**config.mk**
```make
export PLATFORM = sky130hd
export DESIGN_NAME = priority_round_robin_arbiter
export DESIGN_NICKNAME = d
export VERILOG_FILES = /design/src/rtl/priority_round_robin_arbiter.sv
export SDC_FILE = /design/constraint.sdc
export NUM_CORES = 1
export LEC_CHECK = 0
export CAP_MARGIN = 10
export CORE_ASPECT_RATIO = 1.2
export CORE_MARGIN = 2
export CORE_UTILIZATION = 30
export CTS_BUF_LIST = sky130_fd_sc_hd__clkbuf_4 sky130_fd_sc_hd__clkbuf_8
export CTS_CLUSTER_SIZE = 14
export DETAILED_ROUTE_END_ITERATION = 7
export SLEW_MARGIN = 20
export SYNTH_ARGS = -nofsm -noshare
export SYNTH_HDL_FRONTEND = slang
export SYNTH_SLANG_ARGS = --single-unit
```
**constraint.sdc**
```tcl
create_clock -name clk -period 3.3 [get_ports clk]
set_input_delay 0.495 -clock clk [delete_from_list [all_inputs] [get_ports clk]]
set_output_delay 0.495 -clock clk [all_outputs]
set_load 0.05 [all_outputs]
```
**src/rtl/priority_round_robin_arbiter.sv**
```systemverilog
// -----------------------------------------------------------------------------
// priority_round_robin_arbiter
//
// Shares one resource among 8 requesters using a rotating priority pointer.
// A grant is held until the holder asserts holder_release, drops its request,
// or has held the grant for MAX_HOLD consecutive cycles. Every grant is
// followed by exactly one GAP cycle. The holder index is also shown on a
// 7-segment digit, so the display outputs are registered together with grant.
//
// Parameters:
//   MAX_HOLD        maximum consecutive cycles of one grant (1..255)
// Ports:
//   clk             system clock, rising edge
//   rst_n           asynchronous active-low reset
//   req[7:0]        level-sensitive request lines, bit i = requester i
//   holder_release  holder finished with the resource (the "release" line;
//                   renamed because release is a reserved word). Only looked
//                   at while a grant is held.
//   grant[7:0]      registered one-hot grant, zero when nobody holds it
//   busy            high while in GRANT
//   timeout         one-cycle pulse in the GAP after a forced release
//   segments[6:0]   {g,f,e,d,c,b,a} digit of the holder index, 0 when idle
//   none            high when no grant is held (decimal point)
// -----------------------------------------------------------------------------
module priority_round_robin_arbiter #(
  parameter int MAX_HOLD = 8
) (
  input  logic       clk,
  input  logic       rst_n,
  input  logic [7:0] req,
  input  logic       holder_release,
  output logic [7:0] grant,
  output logic       busy,
  output logic       timeout,
  output logic [6:0] segments,
  output logic       none
);

  typedef enum logic [1:0] {
    IDLE  = 2'd0,
    GRANT = 2'd1,
    GAP   = 2'd2
  } state_t;

  localparam logic [7:0] HOLD_LIMIT = 8'(MAX_HOLD);

  state_t     state_reg, state_next;
  logic [2:0] ptr_reg, ptr_next;
  logic [2:0] holder_reg, holder_next;
  logic [7:0] hold_cnt_reg, hold_cnt_next;
  logic [7:0] grant_next;
  logic       timeout_next;
  logic [6:0] segments_next;
  logic       none_next;

  logic [7:0] rot_req;
  logic       win_found;
  logic [2:0] win_idx;
  logic       hold_hit;
  logic       release_cond;

  // Digit pattern, bit order {g,f,e,d,c,b,a}.
  function automatic logic [6:0] digit(input logic [2:0] idx);
    logic [6:0] seg;
    case (idx)
      3'd0:    seg = 7'b0111111;
      3'd1:    seg = 7'b0000110;
      3'd2:    seg = 7'b1011011;
      3'd3:    seg = 7'b1001111;
      3'd4:    seg = 7'b1100110;
      3'd5:    seg = 7'b1101101;
      3'd6:    seg = 7'b1111101;
      default: seg = 7'b0000111;
    endcase
    return seg;
  endfunction

  // Rotate the request vector so that position j holds requester (ptr - j)
  // mod 8; the lowest set position is then the winner of the downward search.
  genvar gi;
  generate
    for (gi = 0; gi < 8; gi++) begin : g_rot
      assign rot_req[gi] = req[ptr_reg - 3'(gi)];
    end
  endgenerate

  always_comb begin
    win_found = 1'b0;
    win_idx   = 3'd0;
    for (int j = 0; j < 8; j++) begin
      if (!win_found && rot_req[j]) begin
        win_found = 1'b1;
        win_idx   = ptr_reg - 3'(j);
      end
    end
  end

  assign hold_hit     = (hold_cnt_reg == HOLD_LIMIT);
  assign release_cond = holder_release || !req[holder_reg] || hold_hit;
  assign busy         = (state_reg == GRANT);

  always_comb begin
    state_next    = state_reg;
    ptr_next      = ptr_reg;
    holder_next   = holder_reg;
    hold_cnt_next = hold_cnt_reg;
    grant_next    = grant;
    timeout_next  = 1'b0;
    segments_next = segments;
    none_next     = none;

    case (state_reg)
      IDLE: begin
        if (win_found) begin
          state_next    = GRANT;
          holder_next   = win_idx;
          hold_cnt_next = 8'd1;
          grant_next    = 8'd1 << win_idx;
          segments_next = digit(win_idx);
          none_next     = 1'b0;
        end
      end

      GRANT: begin
        if (release_cond) begin
          state_next    = GAP;
          grant_next    = 8'd0;
          segments_next = 7'd0;
          none_next     = 1'b1;
          ptr_next      = holder_reg - 3'd1;
          // A voluntary release or a dropped request outranks the limit.
          timeout_next  = hold_hit && !holder_release && req[holder_reg];
        end else if (hold_cnt_reg != 8'hFF) begin
          hold_cnt_next = hold_cnt_reg + 8'd1;
        end
      end

      GAP: begin
        state_next = IDLE;
      end

      default: begin
        state_next    = IDLE;
        grant_next    = 8'd0;
        segments_next = 7'd0;
        none_next     = 1'b1;
      end
    endcase
  end

  always_ff @(posedge clk or negedge rst_n) begin
    if (!rst_n) begin
      state_reg    <= IDLE;
      ptr_reg      <= 3'd7;
      holder_reg   <= 3'd0;
      hold_cnt_reg <= 8'd0;
      grant        <= 8'd0;
      timeout      <= 1'b0;
      segments     <= 7'd0;
      none         <= 1'b1;
    end else begin
      state_reg    <= state_next;
      ptr_reg      <= ptr_next;
      holder_reg   <= holder_next;
      hold_cnt_reg <= hold_cnt_next;
      grant        <= grant_next;
      timeout      <= timeout_next;
      segments     <= segments_next;
      none         <= none_next;
    end
  end

endmodule

```
==> results of run 1 <==
cells by family (layout without fill, tap and decap cells):
family	Yosys count	count (layout)	share of synthesized area, %
buffers and inverters	22	82	5.21
AND/OR/NAND/NOR	71	71	15.9
flip-flops	33	33	33.3
multiplexers	33	33	22.5
adder cells (fa/ha/maj)	5	5	2.50
AO/OA/AOI/OAI	53	53	16.5
XOR/XNOR	10	10	4.11
through the flow:
stage	area [um^2]	setup TNS (ps)	setup slack (ps)	instances
after global placement	3040	-339	-90.1	368
after detailed placement	3040	-214	-71.0	368
after CTS	3160	0	2.03	376
after global routing	3220	-31.0	-20.6	382
final	3220	0	107	382
after floorplan	2510	-9.64	-9.64	227
worst max-delay path, delay by kind of cell (launching register included):
kind	cells	cell delay, ps
and+or+nand+nor	3	350
adders and majority gates	1	290
muxes	2	590
buffers and inverters	3	380
DFF	1	530
AOI/OAI and AO/OA	3	930
Yosys cell counts, drive strengths merged, types with 2 or more instances:
master / number / area [um^2]
a21oi: 10 / 61.3
a22o: 7 / 61.3
a22oi: 2 / 20.0
a31oi: 2 / 12.5
a32o: 4 / 41.3
and3b: 2 / 18.8
buf: 7 / 73.8
dfrtp: 29 / 726
dfstp: 4 / 105
ha: 5 / 62.6
inv: 14 / 52.6
mux2: 4 / 45.0
mux2i: 13 / 146
mux4: 16 / 372
nand2: 19 / 71.3
nand2b: 2 / 12.5
nand3: 8 / 52.6
nand4: 3 / 25.0
nor2: 17 / 73.8
nor3: 7 / 35.0
nor4: 2 / 27.5
nor4b: 2 / 17.5
o211ai: 2 / 20.0
o21ai: 13 / 68.8
o31ai: 2 / 28.8
or3: 2 / 12.5
xnor2: 7 / 61.3
xor2: 3 / 41.3
final timing paths:
check	end	slack (ps)	cells after the start
max reg2reg	grant[6]	110	12
max in group asynchronous	ptr_reg[2]	2360	2
min in group asynchronous	grant[7]	600	2
max	grant[6]	110	12
min reg2reg	none	490	2
min	none	490	2
layout make-up:
class	instances	area (um^2)
Tap cell	95	119
Sequential cell	33	831
Timing Repair Buffer	60	541
Inverter	14	52.6
Fill cell	800	4890
Clock buffer	7	90.1
Multi-Input combinational cell	172	1560
Clock inverter	1	30.0
per-layer routing:
metal	global-route usage, %	part of all wire, %	vias up
met4	4.18	1.7	0
met5	0	0	-
met3	1.98	2.6	10
li1	-	-	979
met1	18.1	44	1034
met2	22.9	51	42
repair_timing:
action / 4_1_cts / 5_1_grt
resized for setup: 0 / 4
setup endpoints to repair: 0 / 14
endpoints found under the hold margin: 0 / 0
setup buffers: 0 / 6
==> flow_summary.toml, run 1 <==
[run_status]
status = "finished clean"

[worst_setup_path]
crit_type = "reg2reg"
cp_max_fo = 9
path_common_cell = "buf_4"
startpoint_type = "flop"
worstPathRequired_ps = 3480
crit_chain = "inv_1, ha_4, buf_4, mux2i_1, mux4_2, a32o_2, nand3_4, nor2_1, a311o_1, buf_4, and2_4, a32o_1"
r2r_start = "ptr_reg[1]"
cp_slowest_cell = "dfstp_2"
cp.arrival_ps = 3370
cpPeakStageDelay_ps = 530
crit_start = "ptr_reg[1]"
cp-end-kind = "flop"

[die]
start_util_pct = 30.8
fp.dieH_um = 104
placementRows = 36
io_pins = 29
die_w_um = 87.3
core_area_um2 = 8110
dieArea_um2 = 9080

[global_routing]
gr-total-overflow = 0
grt_start_max_net_pins = 34
grt_pass1_wl_um = 10200
antenna_found_initial = 0
first_global_vias = 2069
gr-usage-all-layers_pct = 13.7

[yosys]
synth-warning-count = 0
synth_seq_cells = 33
syn_area_per_cell_um2 = 11.0
synth_area_um2 = 2500
synth_edf_count = 0
synthArstFlopShare_pct = 100
seq_area_frac_synth_pct = 33.2
ys_types = 68
netlist_instances = 227
yosys_most_used_dff = "dfrtp_1"
syn_nets = 243

[drt]
via_per_inst = 5.41
drt_iter0_markers = 86
post_drt_wl_per_cell_um = 16.0
remaining_drc_errors = 0
drt_wl_total_um = 6110
num_vias = 2065
drtPass1Iterations = 4
antenna_left = 0

[cts]
clock-root-buffer = "clkbuf_8"
path_clk_slew_ps = 70
clock_latency_ps = 290
clkSinkCount = 33
cts_tree = "done"
clock_path_buffers = 2
cts_hold_buffers = 0
htreeDepth = 2
cts_buffers = 5

[sta]
finalCriticalPeriod_ps = 3190
slew_violations = 0
rsz0062_at_grt = "true"
finalHoldViolCount = 0
worst_slew_pin_slew_ps = 502
hold_ws_ps = 485
relSlewSlack_pct = 66.5
finalCritPeriodShare_pct = 96.8
max_clock_freq_ghz = 0.313
finClkSkew_ps = 5.29
setup_viol_count_final = 0

[cells_and_area]
layout-drive-gt1-share_pct = 28.9
fin_util_pct = 39.7
layout_common_cells = "dfrtp_1 (29), buf_4 (29), clkdlybuf4s50_1 (28), nand2_1 (19), nor2_1 (15)"
antenna_cells = 0
fin_nets = 302
area_growth_pct = 28.9

[job]
maxCapViolCount = 0

[hold_path]
hold_class = "reg2reg"
worst_hold_startpoint = "none"

[placed_design]
io_buffers = 28
place_congestion = 0.859
dp_hpwl_um = 4390
Power of run 1 is left out: the tool's default activity adds up to more than one toggle a clock period on the data nets, which glitch-free logic cannot reach.
==> run 2, diff against run 1 <==
--- a/config.mk
+++ b/config.mk
@@ -5,13 +5,13 @@
 export SDC_FILE = /design/constraint.sdc
 export NUM_CORES = 1
 export LEC_CHECK = 0
-export CAP_MARGIN = 10
 export CORE_ASPECT_RATIO = 1.2
 export CORE_MARGIN = 2
 export CORE_UTILIZATION = 30
 export CTS_BUF_LIST = sky130_fd_sc_hd__clkbuf_4 sky130_fd_sc_hd__clkbuf_8
 export CTS_CLUSTER_SIZE = 14
 export DETAILED_ROUTE_END_ITERATION = 7
+export MAX_ROUTING_LAYER = met4
 export SLEW_MARGIN = 20
 export SYNTH_ARGS = -nofsm -noshare
 export SYNTH_HDL_FRONTEND = slang
==> flow_summary.toml, run 2 (synthesis gave the netlist of run 1 again) <==
[global_routing]
grt_start_max_net_pins = 34
grt_pass1_wl_um = 10400
antenna_found_initial = 0
gr-usage-all-layers_pct = 14.6
gr-total-overflow = 0
first_global_vias = 2127

[drt]
num_vias = 2073
antenna_left = 0
remaining_drc_errors = 0
drt_iter0_markers = 66
post_drt_wl_per_cell_um = 15.9
drtPass1Iterations = 4
drt_wl_total_um = 6040
via_per_inst = 5.46

[cells_and_area]
area_growth_pct = 27.9
layout-drive-gt1-share_pct = 28.1
stdcell_count = 380
fin_nets = 300
area.sequential_um2 = 831
layout_common_cells = "dfrtp_1 (29), buf_4 (29), clkdlybuf4s50_1 (28), nand2_1 (19), nor2_1 (15)"
antenna_cells = 0
multi_input_area_um2 = 1560
fillerInstances = 823

[sta]
slew_violations = 0
max_clock_freq_ghz = 0.320
hold_ws_ps = 470
finalCriticalPeriod_ps = 3130
relSlewSlack_pct = 65.4
finClkSkew_ps = 8.80
rsz0062_at_grt = "false"
layout_setup_ws_ps = 172
finalHoldViolCount = 0
worst_slew_pin_slew_ps = 517
finalCritPeriodShare_pct = 94.8
setup_viol_count_final = 0
fin_setup_tns_ps = 0

[cts]
path_clk_slew_ps = 70
clock-root-buffer = "clkbuf_8"
clock_path_buffers = 2
htreeDepth = 2
cts_buffers = 5
clock_latency_ps = 290
clkSinkCount = 33
cts_tree = "done"

[placed_design]
dp_hpwl_um = 4580
placed_cells = 369
post-place-ws_ps = -91.1
place_congestion = 0.863
io_buffers = 28

[worst_setup_path]
startpoint_type = "flop"
worstPathRequired_ps = 3460
cp.arrival_ps = 3290
cp_max_fo = 8
cpPeakStageDelay_ps = 570
crit_chain = "inv_2, ha_4, mux4_2, mux2i_4, a21boi_1, o211a_1, nor4_4, nor2_4, xnor2_1, a221o_1"
crit_type = "reg2reg"
cp-end-kind = "flop"
cp_slowest_cell = "mux4_2"

[die]
die_w_um = 87.3
start_util_pct = 30.8
placementRows = 36
dieArea_um2 = 9080
fp.dieH_um = 104
core_area_um2 = 8110
io_pins = 29

[run_status]
status = "finished clean"

[job]
maxCapViolCount = 0

[hold_path]
hold_class = "reg2reg"
## run 2: changes by cell type in the layout (fill, tap and decap cells not counted)
cell,delta
buf_6,-2
mux2i_1,+1
mux2i_2,-1
o311ai_0,-1
o311ai_1,+1
## run 2: worst max-delay path: cells and delay by family (launching register included)
family	cells	cell delay (ps)
AOI/OAI and AO/OA	3	670
xor gates and xnor gates	1	170
adders and majority gates	1	350
buffers and inverters	1	70
DFF	1	540
muxes	2	790
and+or+nand+nor	2	420
## run 2: through the flow
stage	area, um^2	util (%)
after floorplan	2510	-
after global placement	3040	37.5
after detailed placement	3040	37.5
after CTS	3170	39.1
after global routing	3200	39.4
final	3200	39.4
## run 2: worst paths after layout
kind                            startpoint     endpoint  cells past startpoint  slack [ps]
worst max-delay path            ptr_reg[0]  segments[1]                     10         170
worst min-delay path                  none         none                      2         470
worst max register to register  ptr_reg[0]  segments[1]                     10         170
worst min register to register        none         none                      2         470
max in group asynchronous            rst_n         none                      2        2370
min in group asynchronous            rst_n  segments[5]                      2         600
## run 2: area by class of cell
type | count | area share, %
clock inverters | 1 | 0.940
repair buffers | 58 | 16.2
multi-input cells | 172 | 48.7
flip-flops and latches | 33 | 26.0
clock buffers | 7 | 2.82
well taps | 95 | 3.72
inverters | 14 | 1.64
## run 2: timing repair
item                       4_1_cts  5_1_grt
setup buffers                    0        3
pin swaps                        0        3
hold buffers                     0        0
gates resized for setup          1        1
hold endpoints to repair         0        0
setup endpoints to repair        1       12
## run 2: per-layer routing
layer  global-route usage (%)  up-vias  wire length, um
met3                     2.62       17              272
met4                     5.93        0              158
met2                     23.5       71             3100
met5                        -        -                0
li1                         -      973                -
met1                     17.8     1012             2500
Power of run 2 is left out for the same reason.
==> run 3, diff against run 2 <==
--- a/config.mk
+++ b/config.mk
@@ -5,6 +5,8 @@
 export SDC_FILE = /design/constraint.sdc
 export NUM_CORES = 1
 export LEC_CHECK = 0
+export CELL_PAD_IN_SITES_DETAIL_PLACEMENT = 1
+export CELL_PAD_IN_SITES_GLOBAL_PLACEMENT = 1
 export CORE_ASPECT_RATIO = 1.2
 export CORE_MARGIN = 2
 export CORE_UTILIZATION = 30
@@ -12,6 +14,7 @@
 export CTS_CLUSTER_SIZE = 14
 export DETAILED_ROUTE_END_ITERATION = 7
 export MAX_ROUTING_LAYER = met4
+export PLACE_DENSITY_LB_ADDON = 0.1
 export SLEW_MARGIN = 20
 export SYNTH_ARGS = -nofsm -noshare
 export SYNTH_HDL_FRONTEND = slang
==> flow_summary.toml, run 3 (synthesis gave the netlist of run 1 again) <==
[drt]
drt_iter0_markers = 80
post_drt_wl_per_cell_um = 18.0
drtPass1Iterations = 4
via_per_inst = 5.40
remaining_drc_errors = 0
antenna_left = 0
num_vias = 2102
drt_wl_total_um = 7020

[worst_setup_path]
crit_chain = "inv_1, ha_4, buf_6, mux4_2, mux2_4, o211a_4, nor4_4, nor2_4, xnor2_2, a221o_1"
r2r_start = "ptr_reg[1]"
cp-end-kind = "flop"
cp_max_fo = 7
startpoint_type = "flop"
cpPeakStageDelay_ps = 540
worstPathRequired_ps = 3470
cp.arrival_ps = 3380
crit_family = "multiplexers"
cp_slowest_cell = "mux4_2"
crit_start = "ptr_reg[1]"
crit_buf_inv = 2
worst-path-stages = 10
crit_type = "reg2reg"
reg2reg_depth = 10

[cts]
cts_tree = "done"
clock_latency_ps = 280
clock-root-buffer = "clkbuf_8"
path_clk_slew_ps = 70
cts_hold_buffers = 0
cts_buffers = 5
clkSinkCount = 33
clock_path_buffers = 2
htreeDepth = 2

[sta]
finalHoldViolCount = 0
finalCritPeriodShare_pct = 97.3
slew_violations = 0
finalCriticalPeriod_ps = 3210
max_clock_freq_ghz = 0.312
relSlewSlack_pct = 66.4
layout_setup_ws_ps = 90.4
setup_viol_count_final = 0
rsz0062_at_grt = "false"
finClkSkew_ps = 8.40
worst_slew_pin_slew_ps = 502
fin_setup_tns_ps = 0

[die]
placementRows = 36
core_area_um2 = 8110
fp.dieH_um = 104
start_util_pct = 30.8
die_w_um = 87.3
dieArea_um2 = 9080
io_pins = 29

[cells_and_area]
final_common_cell = "buf_4"
fin_nets = 309
layout-drive-gt1-share_pct = 31.6
layout_common_cells = "buf_4 (38), dfrtp_1 (29), clkdlybuf4s50_1 (28), nand2_1 (19), nor2_1 (15)"
antenna_cells = 0
area_growth_pct = 31.2

[global_routing]
first_global_vias = 2257
gr-usage-all-layers_pct = 16.8
gr-total-overflow = 0
grt_start_max_net_pins = 34
grt_pass1_wl_um = 11800
antenna_found_initial = 0

[hold_path]
hold_class = "reg2reg"
worst_hold_startpoint = "none"
holdPathStages = 2

[placed_design]
io_buffers = 28
post-place-ws_ps = -114
dp_hpwl_um = 5330
place_congestion = 0.870

[job]
maxCapViolCount = 0

[run_status]
status = "finished clean"
run 3: stage by stage:
| step | hold slack [ps] | std cells | utilization [%] | area, um^2 |
|---|---|---|---|---|
| after global routing | 486 | 389 | 40.4 | 3280 |
| after CTS | 476 | 386 | 39.5 | 3210 |
| after floorplan | 199 | 227 | - | 2510 |
| after global placement | 462 | 378 | 38.2 | 3100 |
| after detailed placement | 455 | 378 | 38.2 | 3100 |
| final | 474 | 389 | 40.4 | 3280 |
run 3: worst min-delay path, stage by stage (launching register included):
cell	delay [ps]
dfstp_2	380
nand2_1	50
nand2_1	50
run 3: final cells by class:
class                      instances  area, um^2
fill                             928        4830
multi-input combinational        172        1600
sequential                        33         831
timing repair buffer              67         577
tap                               95         119
clock buffer                       8        97.6
inverter                          14        52.6
run 3: what timing repair did:
action | 4_1_cts | 5_1_grt
resized for setup | 1 | 11
pin swaps | 0 | 4
setup buffers | 0 | 3
endpoints found under the setup margin | 4 | 10
run 3: per-layer routing:
| layer | part of all wire (%) | routed length (um) | track usage, % | up-vias |
|---|---|---|---|---|
| li1 | - | - | - | 994 |
| met4 | 1.4 | 97 | 4.73 | 0 |
| met1 | 43 | 3050 | 21.1 | 1076 |
| met3 | 1.5 | 104 | 1.83 | 7 |
| met2 | 54 | 3760 | 28.4 | 25 |
| met5 | 0 | 0 | - | - |
run 3: path summary, 6_finish.rpt:
check                              end  slack, ps
max in group asynchronous   ptr_reg[2]       2330
min in group asynchronous     grant[3]        610
hold reg to reg                   none        470
setup / recovery           segments[1]         90
setup reg to reg           segments[1]         90
hold / removal                    none        470
Power of run 3 is left out for the same reason.
